File: src/rtl/ifetch_queue.sv
// Instruction fetch sequencer feeding a DEPTH-entry prefetch queue; head is valid one cycle after push, a full queue without a pop stalls fetch_pc.
// Define IFETCH_MISALIGN_TRAP_EN to make a misaligned redirect set a sticky misalign_err and halt fetch until reset.
module ifetch_queue #(
   parameter int unsigned           DATA_WIDTH = 32,
   parameter logic [DATA_WIDTH-1:0] RESET_PC   = 32'h0000_0000,
   parameter int unsigned           DEPTH      = 2
) (
   input  logic                  clk,
   input  logic                  rst_n,
   input  logic                  fetch_en,
   output logic [DATA_WIDTH-1:0] imem_addr,
   input  logic [DATA_WIDTH-1:0] imem_data,
   input  logic                  redirect_valid,
   input  logic [DATA_WIDTH-1:0] redirect_pc,
   output logic                  instr_valid,
   input  logic                  instr_ready,
   output logic [DATA_WIDTH-1:0] instr_data,
   output logic [DATA_WIDTH-1:0] instr_pc,
   output logic                  misalign_err
);

   localparam int unsigned PTR_W = $clog2(DEPTH);
   localparam int unsigned CNT_W = PTR_W + 1;
   localparam logic [CNT_W-1:0]      FULL_CNT   = CNT_W'(DEPTH);
   localparam logic [DATA_WIDTH-1:0] PC_STEP    = DATA_WIDTH'(4);
   localparam logic [DATA_WIDTH-1:0] ALIGN_MASK = ~(DATA_WIDTH'(3));

   localparam logic [1:0] IDLE   = 2'd0;
   localparam logic [1:0] RUN    = 2'd1;
   localparam logic [1:0] BUBBLE = 2'd2;

   typedef struct packed {
      logic [DATA_WIDTH-1:0] pc;
      logic [DATA_WIDTH-1:0] dat;
   } entry_t;

   logic [1:0]            state_q, state_d;
   logic [DATA_WIDTH-1:0] fetch_pc_q, fetch_pc_d;
   logic [CNT_W-1:0]      count_q, count_d;
   logic [PTR_W-1:0]      rd_ptr_q, rd_ptr_d;
   logic [PTR_W-1:0]      wr_ptr_q, wr_ptr_d;
   entry_t                mem_q [DEPTH];
   entry_t                mem_d [DEPTH];

   logic redir;
   logic push;
   logic pop;
   logic trapped;
   logic trap_set;

`ifdef IFETCH_MISALIGN_TRAP_EN
   logic misalign_err_q, misalign_err_d;

   // Once trapped, further redirects are ignored so the error state cannot be escaped.
   assign trapped  = misalign_err_q;
   assign trap_set = redirect_valid && !misalign_err_q && (redirect_pc[1:0] != 2'b00);

   always_comb begin
      misalign_err_d = misalign_err_q | trap_set;
   end

   always_ff @(posedge clk or negedge rst_n) begin
      if (!rst_n) begin
         misalign_err_q <= 1'b0;
      end else begin
         misalign_err_q <= misalign_err_d;
      end
   end

   assign misalign_err = misalign_err_q;
`else
   assign trapped      = 1'b0;
   assign trap_set     = 1'b0;
   assign misalign_err = 1'b0;
`endif

   assign redir = redirect_valid && !trapped;
   assign pop   = (count_q != '0) && instr_ready;
   assign push  = (state_q == RUN) && fetch_en && !redir && ((count_q != FULL_CNT) || pop);

   always_comb begin
      state_d = state_q;
      case (state_q)
         IDLE:    if (fetch_en) state_d = RUN;
         RUN: begin
            if (!fetch_en)  state_d = IDLE;
            else if (redir) state_d = BUBBLE;
         end
         BUBBLE:  state_d = !fetch_en ? IDLE : (redir ? BUBBLE : RUN);
         default: state_d = IDLE;
      endcase
      if (trapped || trap_set) state_d = IDLE;
   end

   // A redirect wins over push and pop: the head accepted this cycle is simply dropped with the rest.
   always_comb begin
      fetch_pc_d = fetch_pc_q;
      count_d    = count_q;
      rd_ptr_d   = rd_ptr_q;
      wr_ptr_d   = wr_ptr_q;
      mem_d      = mem_q;
      if (redir) begin
         fetch_pc_d = redirect_pc & ALIGN_MASK;
         count_d    = '0;
         rd_ptr_d   = '0;
         wr_ptr_d   = '0;
      end else begin
         if (push) begin
            mem_d[wr_ptr_q].pc  = fetch_pc_q;
            mem_d[wr_ptr_q].dat = imem_data;
            wr_ptr_d            = wr_ptr_q + PTR_W'(1);
            fetch_pc_d          = fetch_pc_q + PC_STEP;
         end
         if (pop) begin
            rd_ptr_d = rd_ptr_q + PTR_W'(1);
         end
         count_d = count_q + CNT_W'(push) - CNT_W'(pop);
      end
   end

   always_ff @(posedge clk or negedge rst_n) begin
      if (!rst_n) begin
         state_q    <= IDLE;
         fetch_pc_q <= RESET_PC & ALIGN_MASK;
         count_q    <= '0;
         rd_ptr_q   <= '0;
         wr_ptr_q   <= '0;
         mem_q      <= '{default: '0};
      end else begin
         state_q    <= state_d;
         fetch_pc_q <= fetch_pc_d;
         count_q    <= count_d;
         rd_ptr_q   <= rd_ptr_d;
         wr_ptr_q   <= wr_ptr_d;
         mem_q      <= mem_d;
      end
   end

   assign imem_addr   = fetch_pc_q;
   assign instr_valid = (count_q != '0);
   assign instr_pc    = mem_q[rd_ptr_q].pc;
   assign instr_data  = mem_q[rd_ptr_q].dat;

endmodule
File: config.mk
export PLATFORM = sky130hd
export DESIGN_NAME = ifetch_queue
export DESIGN_NICKNAME = d
export VERILOG_FILES = /design/src/rtl/ifetch_queue.sv
export SDC_FILE = /design/constraint.sdc
export NUM_CORES = 1
export LEC_CHECK = 0
export CORE_MARGIN = 2
export CORE_UTILIZATION = 40
export CTS_BUF_LIST = sky130_fd_sc_hd__clkbuf_4 sky130_fd_sc_hd__clkbuf_8
export DETAILED_ROUTE_END_ITERATION = 8
export PLACE_DENSITY = 0.66
export SYNTH_ARGS = -nofsm -noshare
export SYNTH_HDL_FRONTEND = slang
export SYNTH_SLANG_ARGS = --single-unit
File: constraint.sdc
create_clock -name clk -period 5.8 [get_ports clk]
set_input_delay 1.74 -clock clk [delete_from_list [all_inputs] [get_ports clk]]
set_output_delay 1.74 -clock clk [all_outputs]
set_load 0.005 [all_outputs]
Yosys cells after proc, flatten, opt, wreduce, memory -nomap -nowiden
Index checks and enable logic that the tools add are counted.

word-level totals
  output and inout bits = 98
  register bits after elaboration = 166
  logic and storage cells = 60

cells by class
  magnitude comparators = 3
  bitwise gates (word level) = 3
  add/sub/neg operators = 5
  reductions and logical operators = 13
  equal/unequal tests = 5
  muxes and demuxes = 22

operators by type and width
  kind                                                                    count
  128-bit bitwise mux                                                     2
  64-bit two-way mux                                                      4
  64-bit demux with 1-bit select                                          2
  32-bit two-way mux                                                      3
  32-bit by 3-bit adder with 32-bit output (second input constant)        1
  2-bit two-way mux                                                       6
  2-bit one-hot mux with 3 select lines                                   1
  2-bit nonzero test                                                      3
  1-bit logical AND                                                       5
  2-bit greater-or-equal comparator (second input constant)               2
  1-bit two-way mux                                                       4
  2-bit != test (second input constant)                                   2
  1-bit inverter with 2-bit output                                        2
  2-bit AND reduction                                                     2
  3-bit != test (second input constant)                                   1
  1-bit adder (second input constant)                                     2
  2-bit by 1-bit adder with 2-bit output                                  1
  2-bit by 1-bit equality test with 1-bit output (second input constant)  1
  2-bit equality test (second input constant)                             1
  2-bit logical NOT                                                       1
  2-bit by 1-bit < comparator with 1-bit output (second input constant)   1
  2-bit by 1-bit subtractor with 2-bit output                             1
  1-bit logical NOT                                                       1
  1-bit logical OR                                                        1
  1-bit inverter                                                          1

Depth between registers and ports, before layout
Gate-level depths: netlist of the first run.

  depth after elaboration = 7
  depth in mapped cells = 10
  gate-level depth less buffers = 8

Worst setup path before layout of the first run
Ideal clock, no wire load.

  kind = in2reg
  start point = in instr_ready
  end point = reg count_q[0]
  stages = 9
  slack = 2.442 ns
  path buffers = 2
  setup time = 0.132 ns
  data arrival time = 3.227 ns
  cells stage by stage = nor3b_1 -> nor4_2 -> inv_1 -> clkbuf_1 -> buf_2 -> ha_1 -> inv_1 -> ha_1 -> nor2b_1

on the way
  longest elaborated chain between the ends = 6

RTL lines
  element                                          RTL line  source
  start: declaration                               16        input logic instr_ready,
  1-bit logical AND (*)                            78        assign pop = (count_q != '0) && instr_ready;
  1-bit logical OR                                 79        assign push = (state_q == RUN) && fetch_en && !redir && ((count_q != FULL_CNT) || pop);
  1-bit logical AND                                79
  2-bit by 1-bit adder with 2-bit output           117       count_d = count_q + CNT_W'(push) - CNT_W'(pop);
  2-bit by 1-bit subtractor with 2-bit output (*)  117
  2-bit two-way mux (*)                            102       if (redir) begin
  net count_d[0]                                   39        logic [CNT_W-1:0] count_q, count_d;
  end signal: assignment                           132       count_q <= count_d;
  end: declaration                                 39

Mark *: on every way through the listed nets, which the timed path passes. The rest lies on a longest branch.
A chain may end at the register's enable or synchronous reset.

Final worst setup path of the first run
  start point = reg rd_ptr_q
  end point = out instr_data[12]

on the way
  longest elaborated chain between the ends = 4

RTL lines
  element                                                 RTL line  source
  start: declaration                                      40        logic [PTR_W-1:0] rd_ptr_q, rd_ptr_d;
  start signal: assignment                                133       rd_ptr_q <= rd_ptr_d;
  1-bit inverter with 2-bit output (not written as such)  142       assign instr_data = mem_q[rd_ptr_q].dat;
  64-bit two-way mux (not written as such) (3 in a row)   142
  end: declaration                                        17        output logic [DATA_WIDTH-1:0] instr_data,

Every way passes these cells. The select of a mux whose other input is x is not followed.

==> results.toml, run 1 <==
[run_status]
outcome = "finished, final reports clean"

[detailed_routing]
num_vias = 5307
drc = 0
drtAntennaViolNets = 0
routed_wl_um = 18100
firstDrtPassIters = 5
viasPerCell = 5.40
wl_per_cell_um = 18.4
drt_iter0_drc = 241

[worst_setup_path]
rrSetupSlack_ns = 3.13
path_max_fanout = 27
slowest_delay_ns = 0.85
cp_cell_sequence = "buf_4 -> mux2_2 -> clkdlybuf4s50_1"
path_class = "flop to output port"
arrival_ns = 2.58
r2r_cells = 6
critPathCaptureType = "output port"
reg2reg_to = "mem_q[87]"
path_buf_inv = 2
slowest_stage = "dfrtp_2"
r2r-start = "state_q[0]"
required_ns = 4.06
critPathTopFamily = "buffers and inverters"
start_kind = "flop"

[power_and_ir_drop]
p_comb_share_pct = 35.4
p_leak_uw = 0.00417
p_clk_share_pct = 22.4
intPower_uw = 2770
switching_power_uw = 1030
power_frac_seq_pct = 42.1
power_density_nw_per_um2 = 393
sw_frac_of_total_pct = 27.2
peakVddDrop_uv = 190

[yosys]
yosysTopAreaCell = "dfrtp_1"
synth-seq-cells = 160
ys_seq_area_share_pct = 53.6
syn_area_per_cell_um2 = 12.7
ys_warn_count = 0
synth.distinct_cells = 45
synthTopCellsByArea = "dfrtp_1, mux2_2, nand2_1, o21ai_0, o311ai_0"
async_reset_ff_share_pct = 100
synth-edff-count = 0
synthesis.area_um2 = 7470
synth_top_area_share_pct = 53.6
synth_ff_type = "dfrtp_1"
syn-instance-count = 590

[clock_network]
htreeDepth = 4
clock_sinks = 160
clock_path_buffers = 2
clockRootBuffer = "clkbuf_8"
postCtsSetupBuffers = 0
numCtsBuffers = 17
cts_resized = 0
insertion_delay_ns = 0.45
cts_tree = "yes"
clkTransAtPathRegs_ns = 0.08
holdBufCountCts = 0

[die]
die_x_um = 141
dieArea_um2 = 19800
die_h_um = 141
io_pins = 167
rows = 49
core_area_um2 = 18100
initial_core_util_pct = 41.1

[cells_and_area]
insertedDiodeCount = 0
fin_util_pct = 53.4
layout_commonest_cell = "mux2_2"
final_cell_mix = "mux2_2, dfrtp_1, clkdlybuf4s50_1"
area_growth_syn_to_layout_pct = 29.7
post_route_cells_drive_above_1_share_pct = 30.3
nNetsFinal = 813

[timing]
min_period_ns = 4.32
tns_ns = 0
slew_headroom_pct = 23.7
rsz0062_at_grt = "false"
clock.fmax_mhz = 231
maxSlewViolCount = 0
finalSetupViolations = 0
tightest_slew_ns = 1.14
fin_crit_sh_pct = 74.5
hold_viol_final = 0
finClkSkew_ns = 0.0118
whs_ns = 0.484

[worst_hold_path]
min_to = "mem_q[41]"
holdCritStartpoint = "mem_q[41]"
whs_path_depth = 2
hp-class = "flop to flop"

[place]
hpwlAfterDp_um = 12100
routabilityCongestion = 0.858
io_buffer_count = 159

[global_routing]
antenna_found_initial = 0
grt-ovfl-total = 0
grt_pass1_wl_um = 29500
first_global_vias = 5551
grt_max_degree = 77
grt.total_usage_pct = 18.9

[job]
maxCapViolations = 0
metal layers:
layer / up-vias / share of wire (%) / GRT usage (%)
met5: - / 0 / 0
met4: 0 / 1.8 / 6.42
met3: 23 / 5.8 / 4.69
met2: 173 / 47 / 30.5
met1: 2687 / 45 / 25.1
li1: 2424 / - / -
flip-flops by register name, summed over array words and instances (netlist names):
| signal | flops |
|---|---|
| wr_ptr_q | 1 |
| imem_addr | 30 |
| count_q | 2 |
| rd_ptr_q | 1 |
| mem_q | 124 |
| state_q | 2 |
power groups by stage:
stage          sequential, µW  clock, µW  combinational [µW]
6_report                 1600        854                1350
5_1_grt                  1650        926                1450
4_1_cts                  1610        880                1370
3_5_place_dp             1630          0                1360
3_3_place_gp             1600          0                1340
2_1_floorplan            1530          0                 693
worst max-delay path by stage:
stage | start | end | slack, ns | cells after the start
final | rd_ptr_q | instr_data[12] | 1.48 | 3
after global routing | rd_ptr_q | instr_data[18] | 1.33 | 3
after CTS | rd_ptr_q | instr_data[12] | 1.41 | 3
after detailed placement | fetch_en | mem_q[87] | 1.22 | 7
after global placement | fetch_en | mem_q[103] | 1.28 | 7
after floorplan | instr_ready | count_q[0] | 2.44 | 9
per-stage QoR:
stage	instances	setup slack [ns]	total power, µW	area, µm²
5_1_grt	982	1.33	4020	9680
3_5_place_dp	951	1.22	2990	9270
2_1_floorplan	594	2.44	2220	7480
3_3_place_gp	951	1.28	2940	9270
4_1_cts	982	1.41	3850	9680
6_report	982	1.48	3800	9680
synthesized netlist by cell type (5+ instances only):
library cell / n
a21oi_1: 6
a221o_1: 7
buf_2: 13
buf_4: 6
clkbuf_1: 16
dfrtp_1: 160
inv_1: 8
mux2_2: 177
nand2_1: 48
nand3_1: 15
nand4_1: 9
nor2_1: 16
nor2b_1: 6
nor3_1: 5
o211ai_1: 6
o21ai_0: 27
o311ai_0: 10
cell families (layout without fill, tap and decap cells):
logic type / Yosys count / count (layout) / synth area share [%]
AND/OR/NAND/NOR: 124 / 124 / 8.80
AO/OA/AOI/OAI: 65 / 65 / 5.83
flip-flops: 160 / 160 / 53.6
other: 1 / 5 / 0.0502
adder cells (fa/ha/maj): 3 / 3 / 0.503
multiplexers: 182 / 182 / 27.4
XOR/XNOR: 7 / 7 / 0.821
buffers and inverters: 48 / 207 / 2.95
layout make-up:
cell class / instances / area [µm²]
fill: 1531 / 8470
sequential: 160 / 4010
multi-input combinational: 386 / 3280
timing repair buffer: 168 / 1670
tap: 229 / 287
clock buffer: 21 / 277
clock inverter: 10 / 136
inverter: 8 / 30.0
tightest hold or removal path, delay by kind of cell, from the launching register on:
| family | cells | cell delay (ns) |
|---|---|---|
| AO/OA/AOI/OAI | 1 | 0.06 |
| flip-flops | 1 | 0.35 |
| AND/OR/NAND/NOR | 1 | 0.04 |
Note: power is estimated with default switching activity, not from simulation.
==> run 2: changes to the inputs <==
==> constraint.sdc (replaced) <==
create_clock -name clk -period 4 [get_ports clk]
set_input_delay 1.2 -clock clk [delete_from_list [all_inputs] [get_ports clk]]
set_output_delay 1.2 -clock clk [all_outputs]
set_load 0.005 [all_outputs]
==> run 2 against run 1 <==
Final cell count is 0.31% higher. Design area rose by 0.31%. Global-route usage grew 0.12 points. Critical path depth is the same. Clock power grew 38%. Utilization up 0.17 points. Register-to-register slack worse by 1.4 ns. Sequential share of layout area fell by 0.13 points. Non-clock buffer count is 4 higher. Power up 44%. Die area unchanged. Largest power group unchanged. First-iteration DRC count grew 32%.
==> results.toml, run 2 (same netlist as run 1, synthesis figures left out) <==
[run_status]
outcome = "finished, final reports clean"

[worst_setup_path]
required_ns = 2.80
critPathCaptureType = "output port"
path_class = "flop to output port"
r2r_cells = 6
arrival_ns = 2.31
start_kind = "flop"
path_max_fanout = 50

[clock_network]
clkTransAtPathRegs_ns = 0.07
cts_tree = "yes"
insertion_delay_ns = 0.44
holdBufCountCts = 0
postCtsSetupBuffers = 0
numCtsBuffers = 17
clock_path_buffers = 2
cts_resized = 0
clock_sinks = 160
clockRootBuffer = "clkbuf_8"
htreeDepth = 4

[timing]
finalSetupViolations = 0
hold_viol_final = 0
min_period_ns = 3.51
maxSlewViolCount = 0
rsz0062_at_grt = "false"
tightest_slew_ns = 1.14
tns_ns = 0
finClkSkew_ns = 0.0140
fin_crit_sh_pct = 87.7
clock.fmax_mhz = 285
setup_slack_ns = 0.494
slew_headroom_pct = 23.5

[die]
core_area_um2 = 18100
io_pins = 167
rows = 49
die_h_um = 141
die_x_um = 141
initial_core_util_pct = 41.1
dieArea_um2 = 19800

[power_and_ir_drop]
peakVddDrop_uv = 335
intPower_uw = 3990
power_frac_seq_pct = 42.0
power_density_nw_per_um2 = 563
sw_frac_of_total_pct = 27.1
p_clk_share_pct = 21.6
p_comb_share_pct = 36.4
switching_power_uw = 1480
p_leak_uw = 0.00420

[place]
routabilityCongestion = 0.862
io_buffer_count = 159
hpwlAfterDp_um = 12400
place_inst = 955
dpl_worst_slack_ns = 0.498

[worst_hold_path]
hp-class = "flop to flop"
whs_path_depth = 2

[detailed_routing]
drt_iter0_drc = 318
wl_met1_um = 8140
drtAntennaViolNets = 0
met2_length_um = 8990
wl_per_cell_um = 18.6
top_layer = "met4"
num_vias = 5267
viasPerCell = 5.35
drc = 0
routed_wl_um = 18300
wl_met3_um = 989
firstDrtPassIters = 5

[cells_and_area]
nNetsFinal = 817
post_route_cells_drive_above_1_share_pct = 30.6
insertedDiodeCount = 0
regMostFlops = "mem_q"
final_cells = 985
layout_commonest_cell = "mux2_2"
final_cell_mix = "mux2_2, dfrtp_1, clkdlybuf4s50_1"
area_growth_syn_to_layout_pct = 30.1
largest_reg_flops = 124
fin_util_pct = 53.5

[global_routing]
grt-ovfl-total = 0
grt.total_usage_pct = 19.0
grt_max_degree = 91
antenna_found_initial = 0
first_global_vias = 5607
grt_pass1_wl_um = 29700

[job]
maxCapViolations = 0
run 2: worst paths after layout:
kind	endpoint	startpoint	slack (ns)
worst max-delay path	instr_data[11]	rd_ptr_q	0.49
worst min-delay path	mem_q[41]	mem_q[41]	0.49
worst max register to register	imem_addr[22]	imem_addr[2]	1.74
worst min register to register	mem_q[41]	mem_q[41]	0.49
max in group asynchronous	mem_q[37]	rst_n	2.22
min in group asynchronous	mem_q[2]	rst_n	0.82
run 2: power by group through the flow:
stage | sequential (µW) | combinational [µW] | clock [µW]
3_3_place_gp | 2300 | 1980 | 0
3_5_place_dp | 2340 | 2010 | 0
5_1_grt | 2360 | 2140 | 1290
6_report | 2300 | 1990 | 1180
2_1_floorplan | 2210 | 1000 | 0
4_1_cts | 2300 | 2020 | 1220
run 2: cell type report:
class	instances	area, µm²
fill	1532	8440
sequential	160	4010
multi-input combinational	386	3280
timing repair buffer	172	1720
clock buffer	24	305
tap	229	287
clock inverter	6	82.6
inverter	8	30.0
run 2: metrics by stage:
| step | instance area (µm²) | hold slack (ns) | power (µW) |
|---|---|---|---|
| 3_5_place_dp | 9320 | 0.473 | 4340 |
| 3_3_place_gp | 9320 | 0.457 | 4280 |
| 2_1_floorplan | 7480 | 0.444 | 3220 |
| 6_report | 9710 | 0.485 | 5470 |
| 5_1_grt | 9710 | 0.514 | 5790 |
| 4_1_cts | 9710 | 0.491 | 5550 |
run 2: worst max-delay path, stage by stage (launching register included):
cell and delay, ns:
dfrtp_2 0.64, buf_12 0.36, mux2_2 0.38, clkdlybuf4s50_1 0.48
run 2: layer usage:
layer | vias up | global-route usage [%]
met5 | - | 0
met4 | 0 | 4.95
met3 | 15 | 4.48
met2 | 171 | 32.0
met1 | 2651 | 25.0
li1 | 2430 | -
